===== src/rtl/writeback_arbiter.sv =====
// Writeback arbiter: round-robin selection between ALU and load results,
// load-data alignment/extension, registered register-file write port and retire counter.
module writeback_arbiter #(
  parameter int unsigned CNT_W = 32
) (
  input  logic             clk_w_i,
  input  logic             res_w_i_h,
  input  logic             alu_valid_w_i,
  input  logic [4:0]       alu_rd_w_i,
  input  logic [31:0]      alu_data_w_i,
  output logic             alu_ready_w_o,
  input  logic             lsu_valid_w_i,
  input  logic [4:0]       lsu_rd_w_i,
  input  logic [31:0]      lsu_data_w_i,
  input  logic [1:0]       lsu_addr_w_i,
  input  logic [1:0]       lsu_size_w_i,
  input  logic             lsu_unsigned_w_i,
  output logic             lsu_ready_w_o,
  output logic             reg_wr_flag_w_o,
  output logic [4:0]       wr_reg_w_o,
  output logic [31:0]      wr_data_w_o,
  output logic             align_err_w_o,
  output logic [CNT_W-1:0] retired_w_o
);

  // Returns {misaligned, formatted_data}; misaligned loads pass the raw word through.
  function automatic logic [32:0] load_format(
    input logic [31:0] word,
    input logic [1:0]  addr,
    input logic [1:0]  size,
    input logic        uns
  );
    logic [7:0]  b;
    logic [15:0] h;
    logic [31:0] d;
    logic        err;
    b   = 8'h00;
    d   = word;
    err = 1'b0;
    case (addr)
      2'b00:   b = word[7:0];
      2'b01:   b = word[15:8];
      2'b10:   b = word[23:16];
      2'b11:   b = word[31:24];
      default: b = 8'h00;
    endcase
    h = addr[1] ? word[31:16] : word[15:0];
    case (size)
      2'b00: d = uns ? {24'h000000, b} : {{24{b[7]}}, b};
      2'b01: begin
        err = addr[0];
        d   = err ? word : (uns ? {16'h0000, h} : {{16{h[15]}}, h});
      end
      2'b10: begin
        err = (addr != 2'b00);
        d   = word;
      end
      default: begin
        err = 1'b1;
        d   = word;
      end
    endcase
    return {err, d};
  endfunction

  logic             last_gnt_q, last_gnt_d;   // 1 = ALU won the most recent two-way contest
  logic             flag_q, flag_d;
  logic [4:0]       reg_q, reg_d;
  logic [31:0]      data_q, data_d;
  logic             err_q, err_d;
  logic [CNT_W-1:0] cnt_q, cnt_d;

  logic             alu_gnt_s;
  logic             lsu_gnt_s;
  logic [32:0]      lsu_fmt_s;

  // Grant selection: single requester wins outright, contests alternate.
  always_comb begin
    alu_gnt_s = 1'b0;
    lsu_gnt_s = 1'b0;
    if (res_w_i_h) begin
      alu_gnt_s = 1'b0;
      lsu_gnt_s = 1'b0;
    end else if (alu_valid_w_i && lsu_valid_w_i) begin
      alu_gnt_s = !last_gnt_q;
      lsu_gnt_s = last_gnt_q;
    end else begin
      alu_gnt_s = alu_valid_w_i;
      lsu_gnt_s = lsu_valid_w_i;
    end
  end

  assign lsu_fmt_s     = load_format(lsu_data_w_i, lsu_addr_w_i, lsu_size_w_i, lsu_unsigned_w_i);
  assign alu_ready_w_o = alu_gnt_s;
  assign lsu_ready_w_o = lsu_gnt_s;

  // Next-state for the write port, alignment pulse, counter and round-robin bit.
  always_comb begin
    last_gnt_d = last_gnt_q;
    flag_d     = 1'b0;
    reg_d      = reg_q;
    data_d     = data_q;
    err_d      = 1'b0;
    cnt_d      = cnt_q;
    if (alu_gnt_s) begin
      flag_d = (alu_rd_w_i != 5'd0);
      reg_d  = alu_rd_w_i;
      data_d = alu_data_w_i;
      cnt_d  = cnt_q + CNT_W'(1);
    end else if (lsu_gnt_s) begin
      err_d  = lsu_fmt_s[32];
      flag_d = (lsu_rd_w_i != 5'd0) && !lsu_fmt_s[32];
      reg_d  = lsu_rd_w_i;
      data_d = lsu_fmt_s[31:0];
      cnt_d  = cnt_q + CNT_W'(1);
    end else begin
      cnt_d  = cnt_q;
    end
    if (alu_valid_w_i && lsu_valid_w_i && !res_w_i_h) begin
      last_gnt_d = alu_gnt_s;
    end else begin
      last_gnt_d = last_gnt_q;
    end
  end

  // State registers with synchronous reset.
  always_ff @(posedge clk_w_i) begin
    if (res_w_i_h) begin
      last_gnt_q <= 1'b0;
      flag_q     <= 1'b0;
      reg_q      <= 5'd0;
      data_q     <= 32'h0000_0000;
      err_q      <= 1'b0;
      cnt_q      <= '0;
    end else begin
      last_gnt_q <= last_gnt_d;
      flag_q     <= flag_d;
      reg_q      <= reg_d;
      data_q     <= data_d;
      err_q      <= err_d;
      cnt_q      <= cnt_d;
    end
  end

  assign reg_wr_flag_w_o = flag_q;
  assign wr_reg_w_o      = reg_q;
  assign wr_data_w_o     = data_q;
  assign align_err_w_o   = err_q;
  assign retired_w_o     = cnt_q;

endmodule

===== config.mk =====
export PLATFORM = sky130hd
export DESIGN_NAME = writeback_arbiter
export DESIGN_NICKNAME = d
export VERILOG_FILES = /design/src/rtl/writeback_arbiter.sv
export SDC_FILE = /design/constraint.sdc
export NUM_CORES = 1
export LEC_CHECK = 0
export CORE_ASPECT_RATIO = 1.2
export CORE_UTILIZATION = 38
export DETAILED_ROUTE_END_ITERATION = 7
export GPL_TIMING_DRIVEN = 0
export PLACE_DENSITY = 0.73
export SLEW_MARGIN = 40
export SYNTH_ARGS = -nofsm -noshare
export SYNTH_HDL_FRONTEND = slang
export SYNTH_SLANG_ARGS = --single-unit

===== constraint.sdc =====
create_clock -name clk_w_i -period 4.6 [get_ports clk_w_i]
set_clock_uncertainty 0.05 [all_clocks]
set_input_delay 0.92 -clock clk_w_i [delete_from_list [all_inputs] [get_ports clk_w_i]]
set_output_delay 0.92 -clock clk_w_i [all_outputs]
set_load 0.005 [all_outputs]

==> tab_implementation.tex <==
\begin{tabular}{lr}
\hline
Metric & Value \\
\hline
\multicolumn{2}{l}{\textbf{Synth}} \\
Post-synthesis register bit count & 72 \\
Number of library cell types mapped by synthesis & 52 \\
Cell area after technology mapping & 3450 um\^{}2 \\
Post-synthesis sequential area ratio & 41.8\% \\
Number of synthesized flops with an enable pin & 0 \\
Post-synthesis area per instance & 8.59 um\^{}2 \\
Cell type with the largest total area after synthesis & sky130\_fd\_sc\_hd\_\_dfxtp\_1 \\
Share of async-settable or async-resettable flops after synthesis & 0\% \\
Main area contributors after synthesis & sky130\_fd\_sc\_hd\_\_dfxtp\_1 (42\%), sky130\_fd\_sc\_hd\_\_nor2\_1 (5.3\%), sky130\_fd\_sc\_hd\_\_a211oi\_1 (5.0\%), sky130\_fd\_sc\_hd\_\_nand2\_1 (4.9\%), sky130\_fd\_sc\_hd\_\_o22ai\_1 (4.3\%) \\
Top\_reg\_cell synth & sky130\_fd\_sc\_hd\_\_dfxtp\_1 \\
Share of the synthesized area in the top cell type & 41.8\% \\
Cells after synthesis & 402 \\
Number of warnings reported in the yosys synthesis log & 0 \\
Total nets after synthesis & 486 \\
\multicolumn{2}{l}{\textbf{Die}} \\
Floorplan die height & 106 um \\
Die Footprint & 9470 um\^{}2 \\
Number of placed I/O pins & 156 \\
Initial core utilization & 39.7\% \\
Placeable core area & 8700 um\^{}2 \\
Row cnt & 37 \\
Die outline width & 89.0 um \\
\multicolumn{2}{l}{\textbf{Final layout}} \\
Antenna cells & 0 \\
Commonest cells after routing, fill and taps aside & sky130\_fd\_sc\_hd\_\_clkdlybuf4s50\_1 (153), sky130\_fd\_sc\_hd\_\_dfxtp\_1 (72), sky130\_fd\_sc\_hd\_\_nor2\_1 (49) \\
Final Instance Count excl. Fillers & 688 \\
Most common cell after layout, fill and taps aside & sky130\_fd\_sc\_hd\_\_clkdlybuf4s50\_1 \\
Share of final-layout standard cells stronger than drive strength 1 & 5.78\% \\
Final core utilization & 61.5\% \\
Area growth from synthesis to final layout & 55.0\% \\
Final net count & 650 \\
Final instance area & 5350 um\^{}2 \\
\multicolumn{2}{l}{\textbf{Placement}} \\
Number of instances in the placed design & 672 \\
Number of port buffers & 153 \\
Worst slack at placement & 688 ps \\
DP HPWL & 9010 um \\
Weighted congestion at the end of routability-driven global placement & 0.836 \\
Placement-stage cell area & 5140 um\^{}2 \\
\multicolumn{2}{l}{\textbf{STA}} \\
Setup repair after global routing missed its margin & false \\
Smallest hold slack & 440 ps \\
Least-Margin Pin Slew & 744 ps \\
Hold Fails Final Rpt & 0 \\
\# setup viols final & 0 \\
Smallest setup slack after layout & 668 ps \\
Slew Limit Headroom & 49.1\% \\
Setup TNS & 0 ps \\
Period utilization & 85.5\% \\
Final-report max-slew violation count & 0 \\
Tmin final & 3930 ps \\
Achievable clock frequency & 254 MHz \\
\multicolumn{2}{l}{\textbf{CTS}} \\
Total CTS buffers & 9 \\
Depth of the CTS H-tree & 3 \\
Clock Tree Root & sky130\_fd\_sc\_hd\_\_clkbuf\_8 \\
Worst-path clk slew & 70 ps \\
\# hold bufs at CTS & 0 \\
TritonCTS clock tree & yes \\
Total number of clock tree sinks & 72 \\
Insertion delay to the later sink of the worst-skew pair & 350 ps \\
Post-cts resize count & 0 \\
Post-CTS Repair Setup Buffers & 0 \\
Clock Path Buffers & 2 \\
\multicolumn{2}{l}{\textbf{Worst setup path}} \\
Depth of the worst register-to-register path & 5 \\
Data arrival time of the worst path & 2960 ps \\
Buffers and inverters on the worst path & 5 \\
Worst flop-to-flop path endpoint & retired\_w\_o[30] \\
Cell type of the slowest stage on the worst timing path & sky130\_fd\_sc\_hd\_\_clkdlybuf4s50\_1 \\
Crit start category & primary input \\
Largest fanout of any net on the critical path & 10 \\
Slowest cell delay on critical path & 590 ps \\
Crit. Startpoint & alu\_valid\_w\_i \\
CP Data Required Time & 3630 ps \\
Critical Path Sink & alu\_ready\_w\_o \\
Setup Crit Path Kind & primary input to output port \\
Total stage count of the critical path & 6 \\
Endpoint kind of the worst setup timing path & output port \\
FF-to-FF Start & retired\_w\_o[4] \\
Critical path's top delay family & buffers and inverters \\
Sequence of cells on the critical path & clkdlybuf4s50\_1 -> inv\_1 -> a211o\_1 -> inv\_1 -> clkbuf\_1 -> clkdlybuf4s50\_1 \\
Register-to-register setup slack & 2330 ps \\
\multicolumn{2}{l}{\textbf{Run status}} \\
Run status & finished, final reports clean \\
\multicolumn{2}{l}{\textbf{GRT}} \\
Largest net degree at the start of global routing & 14 \\
Total global-route track usage & 24.6\% \\
Leftover overflow at the end of global routing & 0 \\
Antenna violations before repair & 0 \\
Number of global-route vias before repair & 3702 \\
Global-route wire length before repair & 17700 um \\
\multicolumn{2}{l}{\textbf{Drt}} \\
Post-Route WL & 11500 um \\
Vias per inst & 5.50 \\
Number of antenna-violating nets in the routed design & 0 \\
Detailed-route via count & 3785 \\
DRC violations left & 0 \\
DR pass1 iterations & 6 \\
Initial detailed-routing violation count & 161 \\
Per-cell routed wire length & 16.7 um \\
\multicolumn{2}{l}{\textbf{Pwr}} \\
Total Power Consumption & 1.49 mW \\
Pleak & 1.90 nW \\
Largest vdd supply drop & 184 uV \\
Total power divided by cell area & 278 nW/um\^{}2 \\
\multicolumn{2}{l}{\textbf{Min path}} \\
Hold WC Path Type & flop to flop \\
\multicolumn{2}{l}{\textbf{Job}} \\
Max-Cap Viols & 0 \\
\hline
\end{tabular}
[synth_stat cells, types with 5 or more instances]
cell	number
sky130_fd_sc_hd__nor2_1	49
sky130_fd_sc_hd__a2111oi_0	6
sky130_fd_sc_hd__a21oi_1	11
sky130_fd_sc_hd__xor2_1	17
sky130_fd_sc_hd__nand2b_1	5
sky130_fd_sc_hd__nand4_1	13
sky130_fd_sc_hd__xnor2_1	9
sky130_fd_sc_hd__nor2b_1	10
sky130_fd_sc_hd__inv_1	6
sky130_fd_sc_hd__a22oi_1	9
sky130_fd_sc_hd__nand3_1	11
sky130_fd_sc_hd__a211oi_1	23
sky130_fd_sc_hd__mux2i_1	7
sky130_fd_sc_hd__dfxtp_1	72
sky130_fd_sc_hd__clkbuf_1	17
sky130_fd_sc_hd__o22ai_1	24
sky130_fd_sc_hd__o31ai_1	8
sky130_fd_sc_hd__nand2_1	45
sky130_fd_sc_hd__o21ai_0	8
[tightest hold or removal path, stage by stage, from the launching register on]
cell                       delay, ps
sky130_fd_sc_hd__dfxtp_1         310
sky130_fd_sc_hd__nand2_1          60
sky130_fd_sc_hd__a311oi_1         80
[logic make-up after synthesis]
| family | after synthesis | share of synthesized area [%] |
|---|---|---|
| AOI/OAI and AO/OA | 103 | 21.0 |
| xor gates and xnor gates | 26 | 6.60 |
| adders and majority gates | 1 | 0.362 |
| buffers and inverters | 27 | 3.01 |
| DFF | 72 | 41.8 |
| muxes | 10 | 3.33 |
| and+or+nand+nor | 163 | 24.0 |
[routing by layer]
metal	track usage, %	vias up	routed length [um]
met1	27.0	1784	4400
met3	7.53	28	997
met4	10.9	0	316
met2	42.8	163	5740
li1	-	1810	-
met5	0	-	0
[sequential cells by signal, summed over array words and instances (netlist names)]
register and count:
retired_w_o 32, last_gnt_q 1, wr_data_w_o 32, align_err_w_o 1
reg_wr_flag_w_o 1, wr_reg_w_o 5
[worst min-delay path by stage]
stage          slack (ps)         endpoint  depth (start not counted)             from
2_1_floorplan         420  retired_w_o[31]                          2  retired_w_o[31]
3_3_place_gp          420    wr_reg_w_o[3]                          2    wr_reg_w_o[3]
3_5_place_dp          420    wr_reg_w_o[3]                          2    wr_reg_w_o[3]
4_1_cts               440    wr_reg_w_o[3]                          2    wr_reg_w_o[3]
5_1_grt               470    wr_reg_w_o[3]                          2    wr_reg_w_o[3]
6_report              440    wr_reg_w_o[3]                          2    wr_reg_w_o[3]
[final cells by class]
type | instances | area [um^2]
clock buffers | 10 | 138
multi-input cells | 303 | 1920
repair buffers | 153 | 1530
flip-flops and latches | 72 | 1440
clock inverters | 6 | 67.6
well taps | 117 | 146
fillers | 799 | 3350
plain buffers | 21 | 81.3
inverters | 6 | 22.5
[report_power, final]
| group | internal [mW] | total, mW | switching [mW] | leakage (nW) |
|---|---|---|---|---|
| combinational | 0.166 | 0.289 | 0.124 | 1.21 |
| sequential | 0.656 | 0.676 | 0.0193 | 0.590 |
| clock | 0.267 | 0.523 | 0.256 | 0.0989 |
| total | 1.09 | 1.49 | 0.399 | 1.90 |
Power figures use the tool's default switching activity.
